==> config.mk <==
export PLATFORM = sky130hd
export DESIGN_NAME = ibox_issue
export DESIGN_NICKNAME = d
export VERILOG_FILES = /design/src/rtl/ibox_issue.sv
export SDC_FILE = /design/constraint.sdc
export NUM_CORES = 1
export LEC_CHECK = 0
export CORE_AREA = 4 4 232 234
export CTS_CLUSTER_DIAMETER = 40
export DETAILED_ROUTE_END_ITERATION = 10
export DIE_AREA = 0 0 236 238
export SLEW_MARGIN = 20
export SYNTH_ARGS = -nofsm -noshare
export SYNTH_HDL_FRONTEND = slang
export SYNTH_SLANG_ARGS = --single-unit
export TNS_END_PERCENT = 100
==> constraint.sdc <==
create_clock -name clk -period 2.8 [get_ports clk]
set_input_delay 0.28 -clock clk [delete_from_list [all_inputs] [get_ports clk]]
set_output_delay 0.28 -clock clk [all_outputs]
set_load 0.1 [all_outputs]
==> src/rtl/ibox_issue.sv <==
// Issue/writeback stage around the integer execution box: decodes operate-format
// instructions, forms registered operands and control, tracks hazards and raises precise traps.
module ibox_issue #(
    parameter int BYPASS = 1
) (
    input  logic        clk,
    input  logic        rst,
    input  logic        in_valid,
    output logic        in_ready,
    input  logic [5:0]  in_opcode,
    input  logic [6:0]  in_func,
    input  logic [4:0]  in_ra,
    input  logic [4:0]  in_rb,
    input  logic [4:0]  in_rc,
    input  logic        in_lit_en,
    input  logic [7:0]  in_lit,
    input  logic [63:0] in_pc,
    output logic [4:0]  rf_a_addr,
    output logic [4:0]  rf_b_addr,
    input  logic [63:0] rf_a_data,
    input  logic [63:0] rf_b_data,
    output logic [63:0] a,
    output logic [63:0] b,
    output logic [30:0] control,
    input  logic [63:0] ibox_result,
    input  logic        ibox_flag,
    output logic        wb_valid,
    output logic [4:0]  wb_addr,
    output logic [63:0] wb_data,
    output logic        trap,
    output logic [1:0]  trap_cause,
    input  logic        trap_ack,
    output logic [63:0] trap_pc
);

    typedef enum logic {
        RUN  = 1'b0,
        TRAP = 1'b1
    } state_t;

    state_t state_reg;
    state_t state_next;

    logic        ex_valid_reg;
    logic [4:0]  ex_rc_reg;
    logic [63:0] ex_pc_reg;
    logic [63:0] a_reg;
    logic [63:0] b_reg;
    logic [30:0] control_reg;
    logic        wb_valid_reg;
    logic [4:0]  wb_addr_reg;
    logic [1:0]  trap_cause_reg;
    logic [63:0] trap_pc_reg;

    logic        dec_legal;
    logic [1:0]  dec_shifter;
    logic [3:0]  dec_alu;
    logic [2:0]  dec_cmp;
    logic        dec_mux0;
    logic [2:0]  dec_mux2;
    logic        dec_v;
    logic [30:0] dec_control;

    always_comb begin
        dec_legal   = 1'b1;
        dec_shifter = 2'b00;
        dec_alu     = 4'd0;
        dec_cmp     = 3'd0;
        dec_mux0    = 1'b0;
        dec_mux2    = 3'd0;
        dec_v       = 1'b0;
        case (in_opcode)
            6'h10: begin
                case (in_func)
                    7'h20: dec_alu = 4'd1;
                    7'h00: begin dec_alu = 4'd1; dec_mux2 = 3'd1; end
                    7'h29: dec_alu = 4'd2;
                    7'h09: begin dec_alu = 4'd2; dec_mux2 = 3'd1; end
                    7'h60: begin dec_alu = 4'd1; dec_v = 1'b1; end
                    7'h40: begin dec_alu = 4'd1; dec_mux2 = 3'd1; dec_v = 1'b1; end
                    7'h69: begin dec_alu = 4'd2; dec_v = 1'b1; end
                    7'h49: begin dec_alu = 4'd2; dec_mux2 = 3'd1; dec_v = 1'b1; end
                    7'h2D: begin dec_alu = 4'd2; dec_cmp = 3'd2; dec_mux2 = 3'd2; end
                    7'h4D: begin dec_alu = 4'd2; dec_cmp = 3'd0; dec_mux2 = 3'd2; end
                    7'h1D: begin dec_alu = 4'd2; dec_cmp = 3'd5; dec_mux2 = 3'd2; end
                    7'h6D: begin dec_alu = 4'd2; dec_cmp = 3'd3; dec_mux2 = 3'd2; end
                    7'h3D: begin dec_alu = 4'd2; dec_cmp = 3'd6; dec_mux2 = 3'd2; end
                    default: dec_legal = 1'b0;
                endcase
            end
            6'h11: begin
                case (in_func)
                    7'h00: dec_alu = 4'd3;
                    7'h20: dec_alu = 4'd4;
                    7'h40: dec_alu = 4'd5;
                    default: dec_legal = 1'b0;
                endcase
            end
            6'h12: begin
                case (in_func)
                    7'h39: begin dec_shifter = 2'b00; dec_mux0 = 1'b1; end
                    7'h34: begin dec_shifter = 2'b10; dec_mux0 = 1'b1; end
                    7'h3C: begin dec_shifter = 2'b11; dec_mux0 = 1'b1; end
                    default: dec_legal = 1'b0;
                endcase
            end
            6'h13: begin
                case (in_func)
                    7'h20: dec_alu = 4'd7;
                    7'h00: dec_alu = 4'd8;
                    7'h30: dec_alu = 4'd9;
                    default: dec_legal = 1'b0;
                endcase
            end
            default: dec_legal = 1'b0;
        endcase
    end

    // {n_shift, shifter, alu, cmp, mei, xor, mux0, mux1, mux2, mux3, v}
    assign dec_control = {6'd0, dec_shifter, dec_alu, dec_cmp, 5'd0, 3'd0,
                          dec_mux0, 1'b0, dec_mux2, 2'b00, dec_v};

    logic [1:0][4:0]  src_addr;
    logic [1:0][63:0] src_rf;
    logic [1:0][63:0] src_val;
    logic [1:0]       src_used;
    logic [1:0]       hz_ex;
    logic [1:0]       hz_wb;
    logic             hazard;
    logic [63:0]      operand_b;

    assign src_addr[0] = in_ra;
    assign src_addr[1] = in_rb;
    assign src_rf[0]   = rf_a_data;
    assign src_rf[1]   = rf_b_data;
    assign src_used[0] = 1'b1;
    assign src_used[1] = !in_lit_en;

    genvar gi;
    generate
        for (gi = 0; gi < 2; gi++) begin : g_src
            logic wb_hit;
            assign wb_hit      = wb_valid_reg && (wb_addr_reg == src_addr[gi]);
            assign src_val[gi] = (src_addr[gi] == 5'd31) ? 64'd0 :
                                 ((BYPASS != 0) && wb_hit) ? ibox_result : src_rf[gi];
            assign hz_ex[gi]   = src_used[gi] && ex_valid_reg && (ex_rc_reg != 5'd31) &&
                                 (ex_rc_reg == src_addr[gi]);
            // Without forwarding the WB value only becomes readable after the RF write.
            assign hz_wb[gi]   = (BYPASS == 0) && src_used[gi] && wb_hit;
        end
    endgenerate

    assign hazard    = (|hz_ex) || (|hz_wb);
    assign operand_b = in_lit_en ? {56'd0, in_lit} : src_val[1];

    logic accept;
    logic issue;
    logic ovf_trap;
    logic ill_trap;

    assign in_ready = (state_reg == RUN) && !rst && !hazard && !ibox_flag;
    assign accept   = in_valid && in_ready;
    assign issue    = accept && dec_legal;
    assign ill_trap = accept && !dec_legal;
    assign ovf_trap = ex_valid_reg && ibox_flag;

    always_ff @(posedge clk) begin
        if (rst) begin
            state_reg <= RUN;
        end else begin
            state_reg <= state_next;
        end
    end

    always_comb begin
        state_next = state_reg;
        case (state_reg)
            RUN:     if (ovf_trap || ill_trap) state_next = TRAP;
            TRAP:    if (trap_ack) state_next = RUN;
            default: state_next = RUN;
        endcase
    end

    always_ff @(posedge clk) begin
        if (rst) begin
            ex_valid_reg <= 1'b0;
            ex_rc_reg    <= 5'd0;
            ex_pc_reg    <= 64'd0;
            a_reg        <= 64'd0;
            b_reg        <= 64'd0;
            control_reg  <= 31'd0;
        end else if (issue) begin
            ex_valid_reg <= 1'b1;
            ex_rc_reg    <= in_rc;
            ex_pc_reg    <= in_pc;
            a_reg        <= src_val[0];
            b_reg        <= operand_b;
            control_reg  <= dec_control;
        end else begin
            ex_valid_reg <= 1'b0;
            control_reg  <= 31'd0;
        end
    end

    always_ff @(posedge clk) begin
        if (rst) begin
            wb_valid_reg <= 1'b0;
            wb_addr_reg  <= 5'd0;
        end else begin
            // An overflowing instruction must not retire its result.
            wb_valid_reg <= ex_valid_reg && !ibox_flag && (ex_rc_reg != 5'd31);
            wb_addr_reg  <= ex_rc_reg;
        end
    end

    always_ff @(posedge clk) begin
        if (rst) begin
            trap_cause_reg <= 2'd0;
            trap_pc_reg    <= 64'd0;
        end else if (state_reg == RUN) begin
            if (ovf_trap) begin
                trap_cause_reg <= 2'd1;
                trap_pc_reg    <= ex_pc_reg;
            end else if (ill_trap) begin
                trap_cause_reg <= 2'd2;
                trap_pc_reg    <= in_pc;
            end
        end
    end

    assign rf_a_addr  = in_ra;
    assign rf_b_addr  = in_rb;
    assign a          = a_reg;
    assign b          = b_reg;
    assign control    = control_reg;
    assign wb_valid   = wb_valid_reg;
    assign wb_addr    = wb_addr_reg;
    assign wb_data    = ibox_result;
    assign trap       = (state_reg == TRAP);
    assign trap_cause = trap_cause_reg;
    assign trap_pc    = trap_pc_reg;

endmodule

==> results.sh <==
export IMPL_avgSynthCellArea_sq_um=9.79
export IMPL_grt_usage_pct=20.6
export IMPL_die_h_um=238
export IMPL_synth_area_leader_cell="dfxtp_1"
export IMPL_cts_hold_buffers=0
export IMPL_cp_end_kind="output pin"
export IMPL_tightest_slew_ns=0.966
export IMPL_crit_start="ex_rc_reg[0]"
export IMPL_p_leak_uw=0.00843
export IMPL_yosysSeqAreaShare_pct=40.1
export IMPL_cts_buffer_depth=3
export IMPL_clock_sinks=284
export IMPL_cts_root_buf="clkbuf_16"
export IMPL_r2r_start="ex_rc_reg[0]"
export IMPL_vias=13592
export IMPL_grt_max_degree=98
export IMPL_clock_latency_ns=0.58
export IMPL_ys_top_cells_by_count="284 x dfxtp_1, 185 x mux2i_1, 126 x nor4_1"
export IMPL_critPathRequiredTime_ns=2.52
export IMPL_design_area_sq_um=21500
export IMPL_ff_latch_area_sq_um=5690
export IMPL_final_util_pct=41.4
export IMPL_drt_wl_total_um=61500
export IMPL_dieArea_sq_um=56200
export IMPL_grt_pass1_vias=13809
export IMPL_ys_warnings_count=0
export IMPL_irDropWorstVdd_v=0.000414
export IMPL_crit_fanout=4
export IMPL_post_cts_resized=0
export IMPL_drv_cap=0
export IMPL_drtPass1Iterations=5
export IMPL_final_layout_size_suffix_gt1_share_pct=29.6
export IMPL_wl_per_cell_um=23.0
export IMPL_skew_ns=0.0184
export IMPL_finalMaxSlewViolations=0
export IMPL_setup_violations_final=0
export IMPL_worstSetupEndpoint="in_ready"
export IMPL_grt_overflow=0
export IMPL_p_per_area_nw_per_um2=587
export IMPL_netlist_top_cells_area="dfxtp_1 40%, mux2i_1 13%, a221oi_2 6.5%"
export IMPL_synth_most_common_cell="dfxtp_1"
export IMPL_cts_buffers_inserted=52
export IMPL_reg2reg_depth=8
export IMPL_dpl_hpwl_um=46800
export IMPL_place_congestion=0.902
export IMPL_antenna_found_initial=7
export IMPL_drtIter0Drc=918
export IMPL_ys_flop_type="dfxtp_1"
export IMPL_fin_crit_sh_pct=88.6
export IMPL_multiInputGateArea_sq_um=7020
export IMPL_fp_coreArea_sq_um=52000
export IMPL_relSlewSlack_pct=35.6
export IMPL_synth_edf_count=0
export IMPL_drc=0
export IMPL_cts_tree="built"
export IMPL_synth_distinct_cells=57
export IMPL_synthArstFlopShare_pct=0
export IMPL_port_buffers=586
export IMPL_ant_nets=0
export IMPL_timing_final_crit_period_ns=2.48
export IMPL_hold_class="input port to flip-flop"
export IMPL_synthCells=1446
export IMPL_io_pins=605
export IMPL_die_width_um=236
export IMPL_postCtsSetupBuffers=0
export IMPL_finalNetCount=2239
export IMPL_routed_via_density=5.08
export IMPL_grt_pass1_wl_um=89900
export IMPL_rrSetupSlack_ns=0.46
export IMPL_cp_start_kind="flip-flop"
export IMPL_ys_ff_latch=284
export IMPL_synthDominantCellAreaShare_pct=40.1
export IMPL_cts_htree_levels=2
export IMPL_critPathKind="flip-flop to output pin"
export IMPL_clk_pin_slew_ns=0.05
export IMPL_rows=84
export IMPL_status="finished clean"
export IMPL_placed_cell_area_sq_um=19700
export IMPL_crit_arrival_ns=2.20
export IMPL_rsz0062_at_grt="false"
export IMPL_hold_viol=0
export IMPL_areaGrowthSynthToFinish_pct=52.1
export IMPL_worstReg2RegEnd="trap_pc[14]"
export IMPL_clock_fmax_mhz=403
export IMPL_synth_cell_area_sq_um=14200
export IMPL_fill_cells=5062
export IMPL_initial_utilization_pct=27.2
[how the worst min path moves through the flow]
| stage | from | to | slack, ns | cells after the start |
|---|---|---|---|---|
| 2_1_floorplan | ibox_flag | wb_valid | 0.36 | 1 |
| 3_3_place_gp | trap_cause[1] | trap_cause[1] | 0.46 | 2 |
| 3_5_place_dp | a[12] | a[12] | 0.46 | 1 |
| 4_1_cts | rst | a[0] | 0.21 | 3 |
| 5_1_grt | rst | b[62] | 0.24 | 3 |
| 6_report | rst | b[56] | 0.25 | 3 |
[metal layers]
metal | up-vias | wire length [um] | share of wire [%] | global-route usage (%)
met3 | 107 | 4290 | 7.0 | 5.98
met4 | 2 | 2410 | 3.9 | 8.47
li1 | 6383 | - | - | -
met5 | - | 20 | 0.033 | 0
met1 | 6557 | 24500 | 40 | 24.1
met2 | 543 | 30300 | 49 | 35.4
[worst max-delay path: stages, from the launching register on]
cell,delay (ns)
dfxtp_1,0.35
xnor2_1,0.23
nand4_1,0.13
o32a_1,0.46
o21a_1,0.27
buf_12,0.19
[through the flow]
| step | instances | setup TNS (ns) | hold WS (ns) | worst slack, ns | total power, uW |
|---|---|---|---|---|---|
| after floorplan | 1463 | 0 | 0.359 | 0.182 | 5590 |
| after global placement | 2575 | -0.0835 | 0.456 | -0.0835 | 6380 |
| after detailed placement | 2575 | -0.0266 | 0.464 | -0.0169 | 6380 |
| after CTS | 2673 | 0 | 0.208 | 0.293 | 12800 |
| after global routing | 2675 | 0 | 0.239 | 0.164 | 13100 |
| final | 2677 | 0 | 0.249 | 0.319 | 12600 |
[report_power, final]
| group | switching (uW) | internal [uW] |
|---|---|---|
| logic | 1480 | 691 |
| registers | 34.9 | 4100 |
| clock network | 2300 | 4050 |
| total | 3810 | 8840 |
[area by class of cell]
cell class                      instances  area share [%]
Antenna cell                            4          0.0465
Clock buffer                           65            6.64
Clock inverter                         33            1.68
Inverter                                5          0.0988
Multi-Input combinational cell        922            32.6
Sequential cell                       284            26.4
Tap cell                              688            4.00
Timing Repair Buffer                  676            28.5
[logic make-up after synthesis]
group / synth area share, %
other: 0.0265
and+or+nand+nor: 12.3
muxes: 13.7
xor gates and xnor gates: 1.36
AOI/OAI and AO/OA: 21.2
buffers and inverters: 11.2
DFF: 40.1
[placed cells by master, fill, tap and decap left out, types with 3 or more instances in the layout]
| cell type | n |
|---|---|
| clkbuf_1 | 5 |
| buf_12 | 26 |
| a31oi_1 | 8 |
| nor2_1 | 73 |
| nor2b_1 | 5 |
| a221oi_1 | 3 |
| a21oi_1 | 74 |
| mux2i_1 | 185 |
| conb_1 | 18 |
| mux2_2 | 8 |
| clkdlybuf4s50_1 | 296 |
| a311oi_1 | 5 |
| o21ai_0 | 68 |
| inv_6 | 7 |
| bufinv_16 | 4 |
| nand3_1 | 71 |
| xor2_1 | 11 |
| a221oi_2 | 61 |
| clkbuf_8 | 8 |
| clkinv_4 | 9 |
| diode_2 | 4 |
| a211oi_1 | 5 |
| and3_1 | 3 |
| nand2_1 | 22 |
| dfxtp_1 | 284 |
| clkinv_2 | 8 |
| nor4_1 | 126 |
| clkbuf_16 | 52 |
| nor3_1 | 5 |
| nand2_4 | 3 |
| a22oi_1 | 4 |
| a31o_1 | 98 |
| a31o_2 | 22 |
| and3_4 | 3 |
| buf_4 | 353 |
| xnor2_1 | 11 |
(Power assumes the default switching activity.)
